<file path="src/rtl/branch_target_buffer_if.sv">
// Fetch/execute side bus of the branch target buffer: lookup request and
// prediction, resolved-branch update, flush and performance counters.
interface branch_target_buffer_if #(
    parameter int XLEN  = 32,
    parameter int CNT_W = 32
);
    logic             lookup_valid_in;
    logic [XLEN-1:0]  lookup_pc_in;
    logic             pred_taken_out;
    logic [XLEN-1:0]  pred_target_out;
    logic             update_valid_in;
    logic [XLEN-1:0]  update_pc_in;
    logic [XLEN-1:0]  update_target_in;
    logic             update_taken_in;
    logic             pred_wrong_in;
    logic             flush_in;
    logic [CNT_W-1:0] hit_count_out;
    logic [CNT_W-1:0] mispred_count_out;

    // Pipeline side: presents PCs and resolved branches, consumes predictions.
    modport master (
        output lookup_valid_in, lookup_pc_in,
        output update_valid_in, update_pc_in, update_target_in, update_taken_in,
        output pred_wrong_in, flush_in,
        input  pred_taken_out, pred_target_out,
        input  hit_count_out, mispred_count_out
    );

    // Predictor side.
    modport slave (
        input  lookup_valid_in, lookup_pc_in,
        input  update_valid_in, update_pc_in, update_target_in, update_taken_in,
        input  pred_wrong_in, flush_in,
        output pred_taken_out, pred_target_out,
        output hit_count_out, mispred_count_out
    );
endinterface

</file>
<file path="src/rtl/branch_target_buffer.sv">
// Direct-mapped branch target buffer with per-entry saturating direction
// counters. Lookup is purely combinational; updates land on the clock edge
// and are seen by lookups from the following cycle (no bypass).
module branch_target_buffer #(
    parameter int XLEN     = 32,
    parameter int ENTRIES  = 8,
    parameter int CTR_BITS = 2,
    parameter int MODE     = 1,
    parameter int CNT_W    = 32
) (
    input  logic                  clk,
    input  logic                  reset_n,
    branch_target_buffer_if.slave bus
);
    localparam int IDX_W = $clog2(ENTRIES);
    localparam int TAG_W = XLEN - IDX_W - 2;
    localparam logic [CTR_BITS-1:0] CTR_WEAK = CTR_BITS'(1) << (CTR_BITS - 1);
    localparam logic [CTR_BITS-1:0] CTR_MAX  = '1;

    // Entry storage. Kept in flops because the lookup must be combinational.
    logic                valid_reg  [ENTRIES];
    logic [TAG_W-1:0]    tag_reg    [ENTRIES];
    logic [XLEN-1:0]     target_reg [ENTRIES];
    logic [CTR_BITS-1:0] ctr_reg    [ENTRIES];

    logic [CNT_W-1:0]    hit_cnt_reg;
    logic [CNT_W-1:0]    mispred_cnt_reg;

    // Address split: bits [1:0] are word offset and never participate.
    logic [IDX_W-1:0]    lk_idx, up_idx;
    logic [TAG_W-1:0]    lk_tag, up_tag;
    logic [ENTRIES-1:0]  lk_match, up_match;
    logic                lk_hit, lk_dir, up_hit;
    logic [CTR_BITS-1:0] up_ctr, ctr_inc, ctr_dec;
    logic                unused_pc_bits;

    assign lk_idx = bus.lookup_pc_in[IDX_W+1:2];
    assign lk_tag = bus.lookup_pc_in[XLEN-1:IDX_W+2];
    assign up_idx = bus.update_pc_in[IDX_W+1:2];
    assign up_tag = bus.update_pc_in[XLEN-1:IDX_W+2];
    assign unused_pc_bits = &{1'b0, bus.update_pc_in[1:0]};

    // Per-entry tag comparators for both the lookup and the update port.
    generate
        for (genvar gi = 0; gi < ENTRIES; gi++) begin : g_match
            assign lk_match[gi] = valid_reg[gi] && (tag_reg[gi] == lk_tag);
            assign up_match[gi] = valid_reg[gi] && (tag_reg[gi] == up_tag);
        end
    endgenerate

    assign lk_hit = bus.lookup_valid_in & lk_match[lk_idx];
    // MODE 0 trusts any hit; MODE 1 follows the counter MSB.
    assign lk_dir = (MODE == 0) ? 1'b1 : ctr_reg[lk_idx][CTR_BITS-1];

    assign bus.pred_taken_out    = lk_hit & lk_dir;
    assign bus.pred_target_out   = bus.pred_taken_out ? target_reg[lk_idx]
                                                      : bus.lookup_pc_in + XLEN'(4);
    assign bus.hit_count_out     = hit_cnt_reg;
    assign bus.mispred_count_out = mispred_cnt_reg;

    // Saturating next counter values for the entry being updated.
    assign up_hit  = up_match[up_idx];
    assign up_ctr  = ctr_reg[up_idx];
    assign ctr_inc = (up_ctr == CTR_MAX) ? up_ctr : up_ctr + CTR_BITS'(1);
    assign ctr_dec = (up_ctr == '0)      ? up_ctr : up_ctr - CTR_BITS'(1);

    // Valid bits and direction counters: reset, then flush, then update.
    always_ff @(posedge clk) begin
        if (!reset_n) begin
            for (int i = 0; i < ENTRIES; i++) begin
                valid_reg[i] <= 1'b0;
                ctr_reg[i]   <= '0;
            end
        end else if (bus.flush_in) begin
            for (int i = 0; i < ENTRIES; i++) begin
                valid_reg[i] <= 1'b0;
            end
        end else if (bus.update_valid_in) begin
            if (bus.update_taken_in) begin
                valid_reg[up_idx] <= 1'b1;
                ctr_reg[up_idx]   <= up_hit ? ctr_inc : CTR_WEAK;
            end else if (up_hit) begin
                ctr_reg[up_idx]   <= ctr_dec;
            end
        end
    end

    // Tag/target payload: written on every accepted taken update (a hit rewrites the same tag).
    always_ff @(posedge clk) begin
        if (reset_n && !bus.flush_in && bus.update_valid_in && bus.update_taken_in) begin
            tag_reg[up_idx]    <= up_tag;
            target_reg[up_idx] <= bus.update_target_in;
        end
    end

    // Performance counters: wrap naturally, untouched by flush.
    always_ff @(posedge clk) begin
        if (!reset_n) begin
            hit_cnt_reg     <= '0;
            mispred_cnt_reg <= '0;
        end else begin
            if (lk_hit) begin
                hit_cnt_reg <= hit_cnt_reg + CNT_W'(1);
            end
            if (bus.pred_wrong_in) begin
                mispred_cnt_reg <= mispred_cnt_reg + CNT_W'(1);
            end
        end
    end
endmodule

</file>
<file path="src/flat_wrapper.sv">
// flat-port wrapper written by rule: the top's interface ports become plain ports
module branch_target_buffer_flat 
#(
    parameter int XLEN     = 32,
    parameter int ENTRIES  = 8,
    parameter int CTR_BITS = 2,
    parameter int MODE     = 1,
    parameter int CNT_W    = 32
)
  (clk, reset_n, bus_lookup_valid_in, bus_lookup_pc_in, bus_update_valid_in, bus_update_pc_in, bus_update_target_in, bus_update_taken_in, bus_pred_wrong_in, bus_flush_in, bus_pred_taken_out, bus_pred_target_out, bus_hit_count_out, bus_mispred_count_out);
  branch_target_buffer_if #(.XLEN(XLEN), .CNT_W(CNT_W)) bus_i ();
  input  logic clk;
  input  logic reset_n;
  input wire logic [$bits(bus_i.lookup_valid_in)-1:0] bus_lookup_valid_in;
  input wire logic [$bits(bus_i.lookup_pc_in)-1:0] bus_lookup_pc_in;
  input wire logic [$bits(bus_i.update_valid_in)-1:0] bus_update_valid_in;
  input wire logic [$bits(bus_i.update_pc_in)-1:0] bus_update_pc_in;
  input wire logic [$bits(bus_i.update_target_in)-1:0] bus_update_target_in;
  input wire logic [$bits(bus_i.update_taken_in)-1:0] bus_update_taken_in;
  input wire logic [$bits(bus_i.pred_wrong_in)-1:0] bus_pred_wrong_in;
  input wire logic [$bits(bus_i.flush_in)-1:0] bus_flush_in;
  output wire logic [$bits(bus_i.pred_taken_out)-1:0] bus_pred_taken_out;
  output wire logic [$bits(bus_i.pred_target_out)-1:0] bus_pred_target_out;
  output wire logic [$bits(bus_i.hit_count_out)-1:0] bus_hit_count_out;
  output wire logic [$bits(bus_i.mispred_count_out)-1:0] bus_mispred_count_out;
  assign bus_i.lookup_valid_in = bus_lookup_valid_in;
  assign bus_i.lookup_pc_in = bus_lookup_pc_in;
  assign bus_i.update_valid_in = bus_update_valid_in;
  assign bus_i.update_pc_in = bus_update_pc_in;
  assign bus_i.update_target_in = bus_update_target_in;
  assign bus_i.update_taken_in = bus_update_taken_in;
  assign bus_i.pred_wrong_in = bus_pred_wrong_in;
  assign bus_i.flush_in = bus_flush_in;
  assign bus_pred_taken_out = bus_i.pred_taken_out;
  assign bus_pred_target_out = bus_i.pred_target_out;
  assign bus_hit_count_out = bus_i.hit_count_out;
  assign bus_mispred_count_out = bus_i.mispred_count_out;
  branch_target_buffer #(.XLEN(XLEN), .ENTRIES(ENTRIES), .CTR_BITS(CTR_BITS), .MODE(MODE), .CNT_W(CNT_W)) u_core (.clk(clk), .reset_n(reset_n), .bus(bus_i));
endmodule
</file>
<file path="config.mk">
export PLATFORM = sky130hd
export DESIGN_NAME = branch_target_buffer_flat
export DESIGN_NICKNAME = d
export VERILOG_FILES = /design/src/rtl/branch_target_buffer_if.sv /design/src/rtl/branch_target_buffer.sv /design/src/flat_wrapper.sv
export SDC_FILE = /design/constraint.sdc
export NUM_CORES = 1
export LEC_CHECK = 0
export CAP_MARGIN = 10
export CORE_ASPECT_RATIO = 0.9
export CORE_UTILIZATION = 63
export CTS_CLUSTER_DIAMETER = 120
export DETAILED_ROUTE_END_ITERATION = 10
export PLACE_DENSITY = 0.95
export SLEW_MARGIN = 20
export SYNTH_ARGS = -nofsm -noshare
export SYNTH_HDL_FRONTEND = slang
export SYNTH_SLANG_ARGS = --single-unit
</file>
<file path="constraint.sdc">
create_clock -name clk -period 11.6 [get_ports clk]
set_input_delay 2.32 -clock clk [delete_from_list [all_inputs] [get_ports clk]]
set_output_delay 2.32 -clock clk [all_outputs]
set_load 0.01 [all_outputs]
</file>
==> impl_metrics.csv <==
group,metric,value,unit
yosys,synth_area_leaders,"edfxtp_1 56%, xor2_1 8.8%, xnor2_1 8.1%, mux4_2 5.7%, dfxtp_1 5.5%",
timing,fin_crit,10120,ps
routing,remaining_drc_errors,0,
global_route,antenna_found_initial,1,
timing,period_share,87.2,%
yosys,syn_nets,1969,
layout,layout_common_cells,"488 x edfxtp_1, 264 x xor2_1, 242 x xnor2_1, 192 x clkdlybuf4s50_1, 108 x nor2_1",
timing,finalClockSkew,43.3,ps
yosys,yosysTopAreaCell,"edfxtp_1",
layout,largest_reg_flops,256,
floorplan,rows,70,
placement,globalplace.congestion,0.967,
layout,synthToLayoutAreaGrowth,16.8,%
cts,cts_resized,0,
yosys,yosys_register_bits,560,
critical_path,worst_setup_path_end_kind,"output pin",
yosys,syn-instance-count,1863,
yosys,ys.flop_type,"edfxtp_1",
floorplan,dieArea,42300,µm²
timing,tightest_slew,1270,ps
layout,utilization,75.0,%
cts,cts_setup_buffers,0,
power_and_ir_drop,leakagePower,9.90,nW
layout,final_nets,2160,
cts,clk_pin_slew,60,ps
yosys,syn_avg_cell_area,14.0,µm²
hold_path,hold_start,"u_core.bus.hit_count_out[31]",
yosys,synthArstFlopShare,0,%
layout,fill_cells,2233,
yosys,yosys.area.top_type_share,56.1,%
timing,setup_viol,0,
timing,holdWs,476,ps
timing,hold_viol,0,
critical_path,r2r_slack,7950,ps
layout,final_common_cell,"edfxtp_1",
critical_path,critPathKind,"primary input to output pin",
cts,cts_tree,"built",
cts,cts_num_sinks,560,
yosys,yosysSeqAreaShare,61.6,%
placement,dp_hpwl,44000,µm
timing,fin_setup_tns,0,ps
yosys,yosysWarnings,0,
hold_path,min_to,"u_core.bus.hit_count_out[31]",
cts,postCtsHoldBufs,0,
routing,detail_route.wl_per_cell,29.8,µm
power_and_ir_drop,power_density,147,nW/µm²
floorplan,start_util,64.2,%
global_route,grt_pass1_vias,18489,
routing,routed_wl,78700,µm
hold_path,hold_class,"flop to flop",
floorplan,die_h,195,µm
cts,cts_max_path_buffers,3,
floorplan,ioPinCount,200,
cts,numCtsBuffers,55,
timing,rsz0062_at_grt,"false",
yosys,ys_types,53,
critical_path,r2r_cells,8,
critical_path,cp-start-kind,"primary input",
floorplan,core,40700,µm²
critical_path,r2r-end,"u_core.ctr_reg[5][1]",
layout,final_layout_size_suffix_gt1_share,10.1,%
cts,insertion_delay,650,ps
routing,ant_nets,0,
floorplan,dieWidth,217,µm
critical_path,r2r_start,"u_core.tag_reg[6][24]",
critical_path,crit_required,9280,ps
placement,portBuffers,197,
global_route,grt_max_degree,61,
cts,htree_levels,2,
power_and_ir_drop,vdd_drop_max,0.000125,V
global_route,grt-ovfl-total,0,
routing,first_pass_iters,7,
timing,max_freq,98.9,MHz
yosys,synth-edff-count,488,
routing,via_per_inst,6.90,
routing,route.vias.total,18228,
critical_path,crit_fanout,38,
critical_path,cp.arrival,7800,ps
routing,drt-initial-drc-count,3052,
global_route,globalRouteTotalUtil,37.4,%
timing,slew_viol_final,0,
timing,maxSlewHeadroom,15.4,%
cts,cts_root_buf,"clkbuf_16",
yosys,syn-cell-area,26100,µm²
hold_path,whs_path_depth,2,
job,cap_violations,0,
global_route,grt_pass1_wl,115000,µm
run_status,status,"finished, final reports clean",
-- worst max path at each step --
stage | start | slack [ps] | depth (start not counted) | end
global placement | bus_lookup_pc_in[24] | 2000 | 12 | bus_pred_target_out[13]
finish | bus_lookup_pc_in[12] | 1480 | 12 | bus_pred_target_out[13]
detailed placement | bus_lookup_pc_in[24] | 1990 | 12 | bus_pred_target_out[13]
CTS | bus_lookup_pc_in[24] | 1850 | 12 | bus_pred_target_out[13]
global route | bus_lookup_pc_in[24] | 1560 | 12 | bus_pred_target_out[9]
floorplan | bus_lookup_pc_in[7] | 4930 | 10 | bus_pred_target_out[31]
-- worst max-delay path: stages --
cell and delay [ps]:
clkdlybuf4s50_1 1310, xor2_1 400, nor4_1 310, nand4_1 230, o221ai_1 570, a311oi_4 160, buf_4 270, nor2_4 910
buf_4 410, nor2_1 90, a21oi_1 200, clkdlybuf4s50_1 580
-- cells in the mapped netlist, drive strengths merged, types with 4 or more instances --
master  count
or2         5
a21oi      56
and4        5
nand3      35
a21o        9
nor3b       6
nand2      60
nand2b      6
mux2i      42
or3        13
nor4       76
nand4      85
xnor2     242
nor4b       7
edfxtp    488
clkbuf     52
inv        14
mux4       66
a22oi       4
buf        44
nor2      116
o21ai      22
dfxtp      72
nor3       20
xor2      264
and3       19
and2        6
-- cell families (layout without fill, tap and decap cells) --
| logic type | count (synthesis) | count (layout) | synth area share (%) |
|---|---|---|---|
| and+or+nand+nor | 469 | 469 | 9.61 |
| buffers and inverters | 110 | 348 | 2.02 |
| adders and majority gates | 4 | 4 | 0.182 |
| DFF | 560 | 560 | 61.6 |
| other | 0 | 1 | 0 |
| AOI/OAI and AO/OA | 106 | 106 | 2.35 |
| muxes | 108 | 108 | 7.30 |
| xor gates and xnor gates | 506 | 506 | 17.0 |
-- where the power goes --
group	leakage, nW	switching, W	internal, W
Combinational	3.99	0.000229	0.000137
Clock	0.922	0.000809	0.00110
Sequential	4.99	0.00000933	0.00220
-- layout make-up --
cell class              instances  area, µm²  area share, %
clock buffers                  67       1450           4.76
clock inverters                37        457           1.50
flip-flops and latches        560      16100           52.7
multi-input cells            1193       9600           31.4
diodes                          1       2.50        0.00819
repair buffers                230       2200           7.20
well taps                     540        676           2.21
inverters                      14       52.6          0.172
-- per-layer routing --
metal / track usage (%) / part of all wire [%] / wire length (µm) / vias up
met1: 46.2 / 33 / 26000 / 8686
met5: 0 / 0 / 0 / -
met3: 13.1 / 15 / 11700 / 495
met2: 56.6 / 45 / 35100 / 1760
met4: 23.4 / 7.5 / 5870 / 0
li1: - / - / - / 7287
-- stage by stage --
step	total power, W	instance area [µm²]	setup WS, ps	std cells
final	0.00449	30500	1480	2642
after global placement	0.00258	28600	2000	2537
after global routing	0.00456	30500	1560	2642
after detailed placement	0.00259	28600	1990	2537
after CTS	0.00446	30500	1850	2641
after floorplan	0.00244	26100	4930	1863
Note: power is estimated with default switching activity, not from simulation.
